### config.mk
export PLATFORM = sky130hd
export DESIGN_NAME = normalization_scheduler
export DESIGN_NICKNAME = d
export VERILOG_FILES = /design/src/rtl/normalization_scheduler.sv
export SDC_FILE = /design/constraint.sdc
export NUM_CORES = 1
export LEC_CHECK = 0
export CAP_MARGIN = 20
export CORE_ASPECT_RATIO = 1.5
export CORE_MARGIN = 4
export CORE_UTILIZATION = 45
export CTS_BUF_LIST = sky130_fd_sc_hd__clkbuf_16
export CTS_CLUSTER_SIZE = 28
export DETAILED_ROUTE_END_ITERATION = 12
export PLACE_DENSITY = 0.75
export SYNTH_ARGS = -nofsm -noshare
export SYNTH_HDL_FRONTEND = slang
export SYNTH_SLANG_ARGS = --single-unit
### constraint.sdc
create_clock -name clk -period 2.25 [get_ports clk]
set_clock_uncertainty 0.15 [all_clocks]
set_input_delay 0.5625 -clock clk [delete_from_list [all_inputs] [get_ports clk]]
set_output_delay 0.5625 -clock clk [all_outputs]
set_load 0.05 [all_outputs]
### src/rtl/normalization_scheduler.sv
// Round-robin owner of a shared matrix normalization engine: grants one requester,
// pulses the engine start, then acks on done or aborts the engine on watchdog expiry.
module normalization_scheduler #(
  parameter int          NUM_REQ        = 4,
  parameter int          TIMEOUT_CYCLES = 1024,
  parameter logic [15:0] JOBS_INIT      = 16'h0000,  // reset value of jobs_done; 0 in normal use
  parameter int          IDX_W          = $clog2(NUM_REQ),
  parameter int          CNT_W          = $clog2(TIMEOUT_CYCLES + 1)
) (
  input  logic               clk,
  input  logic               reset,
  input  logic [NUM_REQ-1:0] req,
  output logic [NUM_REQ-1:0] grant,
  output logic [IDX_W-1:0]   grant_idx,
  output logic               busy,
  output logic               norm_start,
  input  logic               norm_done,
  output logic               norm_reset,
  output logic [NUM_REQ-1:0] ack,
  output logic [NUM_REQ-1:0] err,
  output logic [15:0]        jobs_done,
  output logic [2:0]         state_dbg
);

  // Handshake: req is a level held by the requester until it sees its one-cycle ack or err;
  // norm_start/norm_done/norm_reset are single-cycle pulses with no back-pressure.

  typedef enum logic [2:0] {
    IDLE    = 3'd0,
    SETUP   = 3'd1,
    START   = 3'd2,
    WAIT    = 3'd3,
    ACK     = 3'd4,
    RECOVER = 3'd5
  } state_t;

  state_t           state;
  state_t           state_nxt;
  logic [IDX_W-1:0] rr_ptr;
  logic [CNT_W-1:0] watchdog;
  logic             pick_found;
  logic [IDX_W-1:0] pick_idx;
  int               probe;

  assign state_dbg = state;

  // First set request at or above rr_ptr, wrapping around.
  always_comb begin
    pick_found = 1'b0;
    pick_idx   = '0;
    probe      = 0;
    for (int i = 0; i < NUM_REQ; i++) begin
      probe = int'(rr_ptr) + i;
      if (probe >= NUM_REQ) probe = probe - NUM_REQ;
      if (!pick_found && req[probe]) begin
        pick_found = 1'b1;
        pick_idx   = IDX_W'(probe);
      end
    end
  end

  always_comb begin
    state_nxt = state;
    case (state)
      IDLE:    if (pick_found) state_nxt = SETUP;
      SETUP:   state_nxt = START;
      START:   state_nxt = WAIT;
      WAIT: begin
        if (norm_done)                                      state_nxt = ACK;
        else if (watchdog == CNT_W'(TIMEOUT_CYCLES - 1))    state_nxt = RECOVER;
      end
      ACK:     state_nxt = IDLE;
      RECOVER: state_nxt = IDLE;
      default: state_nxt = IDLE;
    endcase
  end

  // Outputs are decoded from the next state so every pulse is a flop output.
  always_ff @(posedge clk or negedge reset) begin
    if (!reset) begin
      state      <= IDLE;
      rr_ptr     <= '0;
      watchdog   <= '0;
      grant      <= '0;
      grant_idx  <= '0;
      busy       <= 1'b0;
      norm_start <= 1'b0;
      norm_reset <= 1'b0;
      ack        <= '0;
      err        <= '0;
      jobs_done  <= JOBS_INIT;
    end else begin
      state      <= state_nxt;
      busy       <= (state_nxt != IDLE);
      norm_start <= (state_nxt == START);
      norm_reset <= (state_nxt == RECOVER);
      ack        <= (state_nxt == ACK)     ? grant : '0;
      err        <= (state_nxt == RECOVER) ? grant : '0;

      if (state == IDLE && pick_found) begin
        grant     <= NUM_REQ'(1) << pick_idx;
        grant_idx <= pick_idx;
      end else if (state_nxt == IDLE) begin
        grant <= '0;
      end

      if (state == START)     watchdog <= '0;
      else if (state == WAIT) watchdog <= watchdog + CNT_W'(1);

      if (state_nxt == ACK && jobs_done != 16'hFFFF) jobs_done <= jobs_done + 16'd1;

      if (state == ACK || state == RECOVER)
        rr_ptr <= (grant_idx == IDX_W'(NUM_REQ - 1)) ? '0 : grant_idx + IDX_W'(1);
    end
  end

endmodule

; ---- After elaboration in Yosys (flattened, before gate mapping)
; Cells that the tools add are included.
[word_totals]
regBits = 49
inputBits = 7
output_inout_bits = 36
word_cells = 90
[op_classes]
addsub = 10
n_lt_le_gt_ge = 8
eq_ne = 11
n_shift = 1
mux = 35
reduce_logical = 14
[op_table]
columns = op, n
row1 = $lt A32 B4 Y1 const B, 4
row2 = $mux W32, 4
row3 = $mux W11, 2
row4 = $add A16 B1 Y16 const B, 1
row5 = $mux W4, 4
row6 = $ne A16 B16 Y1 const B, 1
row7 = $eq A3 B3 Y1 const B, 4
row8 = $mux W1, 12
row9 = $pmux W3 S4, 1
row10 = $sub A3 B3 Y4 const B, 3
row11 = $add A11 B1 Y11 const B, 1
row12 = $eq A11 B10 Y1 const B, 1
row13 = $mux W2, 5
row14 = $eq A3 B2 Y1 const B, 3
row15 = $ge A3 B3 Y1 const B, 3
row16 = $mux W3, 3
row17 = $bmux W1 S2, 4
row18 = $add A2 B2 Y3 const B, 2
row19 = $logic_not A3 Y1, 2
row20 = $logic_and A1 B1 Y1, 5
row21 = $reduce_bool A2 Y1, 2
row22 = $shl A1 B2 Y4 const A, 1
row23 = $sub A2 B3 Y4 const B, 1
row24 = $add A2 B1 Y3 const B, 1
row25 = 7 further kinds, 9

; ---- Depth between registers and ports, before layout
[depth]
ltp_word = 20
ltp_mapped = 7
mapped_depth_nobuf = 5

; ---- Worst setup path after synthesis
; No wires, ideal clock.
[synth_path]
path_kind = register to register
startpoint = register jobs_done[0]
endpoint = register jobs_done[1]
setup_time_ns = 0.125
arrival_time_ns = 1.894
required_ns = 1.975
slack_ns = 0.081
path_stages_with_launch = 7
path_buffers = 1
synth_period_minus_slack_ns = 2.169
path_cell_list = dfrtp_1 > ha_1 > and3_1 > buf_6 > nand4_4 > o21a_4 > mux2_4
[synth_via]
elab_chain_cells = 2
elab_cells_between_ends = 3
classes_between = 1 x add/sub / 1 x eq/ne / 1 x reduce/logical
[synth_lines]
columns = element, line
row1 = start: declaration, 21  ; output logic [15:0] jobs_done,
row2 = start signal: assignment, 110  ; if (state_nxt == ACK && jobs_done != 16'hFFFF) jobs_done <= jobs_done + 16'd1;
row3 = branches (longest 2 deep; another with $add A16 B1 Y16), n/a
; Several ways; the timed one is not identified.
; A chain may end at the register's enable or synchronous reset.

; ---- Final worst setup path
[layout_path]
startpoint = register jobs_done[15]
endpoint = output jobs_done[15]
; No word-level cell between the ends.

==> metrics.csv <==
stage,metric,value,unit
finish,NumNets Final,272,
worst_setup_path,CP cell instances,clkdlybuf4s50_1,
synth,#FFs+latches synth,49,
cts,clock slew at reported path FFs,60,ps
route,drt via density,5.39,
synth,"count leader, synth",dfrtp_1,
placement,number of port buffers,42,
route,Vias,1773,
timing,slew margin rel.,60.1,%
route,Routed WL per cell,13.9,um
synth,Avg Synthesized Cell Area,10.8,sq um
synth,post-synthesis sequential area ratio,52.8,%
pwr,Final Total Pwr,3400,uW
synth,Synth area leaders,"dfrtp_1 (53%), xnor2_1 (4.5%), nand2_1 (3.4%), nor2_1 (3.2%), nand3_1 (2.4%)",
synth,post-synth top area share,52.8,%
route,DRC Markers,0,
worst_setup_path,Worst Reg-to-Reg Cells,5,
global_routing,vias in the first global route,1554,
cts,CTS buffer count,5,
pwr,worst vdd ir,0.485,mV
worst_setup_path,Worst EP required,1540,ps
timing,Max Clock Freq,0.451,GHz
floorplanning,core area,4930,sq um
placement,gpl congestion,0.882,
pwr,P per Cell Area,1170,nW/um^2
global_routing,largest net degree at the start of global routing,50,
worst_hold_path,Hold Path Class,in2async,
cts,Post-CTS Setup Bufs,0,
finish,Final Util,59.1,%
timing,final setup fails,0,
synth,most frequent cells after synthesis,"dfrtp_1 (49), nand2_1 (21), nor2_1 (20)",
global_routing,first-pass GRT wire length,7.50,mm
cts,clock buffer depth,2,
route,drt total wl,4.58,mm
route,1st-iter DRT viols,112,
global_routing,initial antenna violation count,0,
worst_setup_path,Worst path slowest cell,clkdlybuf4s50_1,
synth,Synth Cell Area,2320,sq um
worst_setup_path,crit path capture type,primary output,
placement,DP HPWL,3.37,mm
timing,Final Max Slew Viols,0,
synth,"EDFF count, synth",0,
worst_setup_path,"Buf+Inv Stages, Crit Path",1,
route,Routed Antenna Nets,0,
timing,"Hold Vio Cnt, Final",0,
run_status,status,"finished, final reports clean",
cts,CTS tree,done,
floorplanning,row cnt,31,
synth,Synth async-reset ratio,100,%
floorplanning,Chip Height,96.0,um
finish,Ant. Diodes,0,
cts,# resized after CTS,0,
synth,synth unique cells,47,
floorplanning,io pins,43,
route,First-pass DRT Iterations,4,
finish,P&R area growth vs syn,25.3,%
floorplanning,initial core utilization,47.1,%
worst_setup_path,cell family with most CP delay,buffers and inverters,
synth,main flop type after synthesis,dfrtp_1,
finish,Final Non-Filler Cells,329,
cts,root buf cell,clkbuf_16,
worst_setup_path,startpoint type of the worst setup path,flop,
synth,syn_nets,225,
placement,placed cell count,321,
cts,"Clk Latency, worst-skew pair",280,ps
global_routing,total global-route track usage,15.3,%
floorplanning,Die W,66.6,um
synth,Syn Inst Count,215,
run,total of max-cap violations,0,
worst_setup_path,delay of the slowest critical-path stage,830,ps
worst_setup_path,Crit path arrival time,1510,ps
worst_setup_path,critical path class,reg2out,
worst_setup_path,Crit path depth,1,
floorplanning,die area,6390,sq um
global_routing,global route overflow,0,
cts,htree depth,2,
cts,CTS Hold Buffers Added,0,
cts,clk sink count,49,
timing,actual slew at the worst max-slew pin,598,ps
worst_setup_path,CP max FO,3,
timing,period utilization,98.6,%
timing,Final min period,2220,ps
finish,share of cells above drive strength 1,17.9,%
synth,Synth area leader,dfrtp_1,
pwr,static leakage,0.00133,uW
synth,warnings from Yosys,0,
[sequential cells by signal, summed over array words and instances, names as in the netlist]
name / flops
state_dbg: 3
norm_start: 1
ack: 4
watchdog: 11
grant: 4
grant_idx: 2
busy: 1
jobs_done: 16
norm_reset: 1
err: 4
rr_ptr: 2
[cell type report]
cell class / instances / area (sq um)
Fill cell: 406 / 2020
Clock buffer: 5 / 125
Sequential cell: 49 / 1230
Inverter: 4 / 15.0
Clock inverter: 3 / 22.5
Tap cell: 66 / 82.6
Timing Repair Buffer: 46 / 408
Multi-Input combinational cell: 156 / 1030
[power breakdown]
group          total [uW]  internal (uW)  switching (uW)
Sequential           1270           1060             214
Clock                 722            411             311
Combinational        1400            495             909
Total                3400           1960            1430
[layout by cell type (no fill, tap or decap), types with 5 or more instances in the layout]
master	n
a21oi_1	8
a31oi_1	7
and2_1	8
and3_1	5
buf_4	24
clkbuf_16	5
clkdlybuf4s50_1	19
dfrtp_1	49
nand2_1	21
nand3_1	11
nand4_1	7
nor2_1	20
xnor2_1	12
[path summary, 6_finish.rpt]
path | from | endpoint | slack, ps
max | jobs_done[15] | jobs_done[15] | 30
max reg2reg | jobs_done[0] | jobs_done[1] | 280
min | reset | jobs_done[3] | 220
max in group asynchronous | reset | grant_idx[0] | 1330
min reg2reg | jobs_done[10] | jobs_done[10] | 350
min in group clk | jobs_done[10] | jobs_done[10] | 350
[per-stage QoR]
stage	instance area, sq um	TNS, ps	hold WS (ps)	setup WS [ps]
floorplan	2320	0	117	81.2
global placement	2760	0	326	45.4
detailed placement	2760	-46.9	345	-38.2
CTS	2910	0	246	31.5
global route	2910	-15.2	282	-15.2
finish	2910	0	222	31.6
[metal layers]
| metal | part of all wire, % | global-route usage (%) | vias up |
|---|---|---|---|
| met2 | 52 | 25.3 | 40 |
| met1 | 43 | 19.7 | 858 |
| met5 | 0 | 0 | - |
| met3 | 3.8 | 2.80 | 7 |
| met4 | 1.5 | 5.76 | 0 |
| li1 | - | - | 868 |
[logic make-up (layout without fill, tap and decap cells)]
kind of cell / after synthesis / count (layout) / share of synthesized area, %
simple gates: 96 / 96 / 23.5
flops: 49 / 49 / 52.8
compound gates: 35 / 35 / 10.1
xor+xnor: 14 / 14 / 5.28
buf+inv: 10 / 58 / 2.80
mux: 8 / 8 / 3.83
fa+ha+maj: 3 / 3 / 1.62
Note: power is estimated with default switching activity, not from simulation.
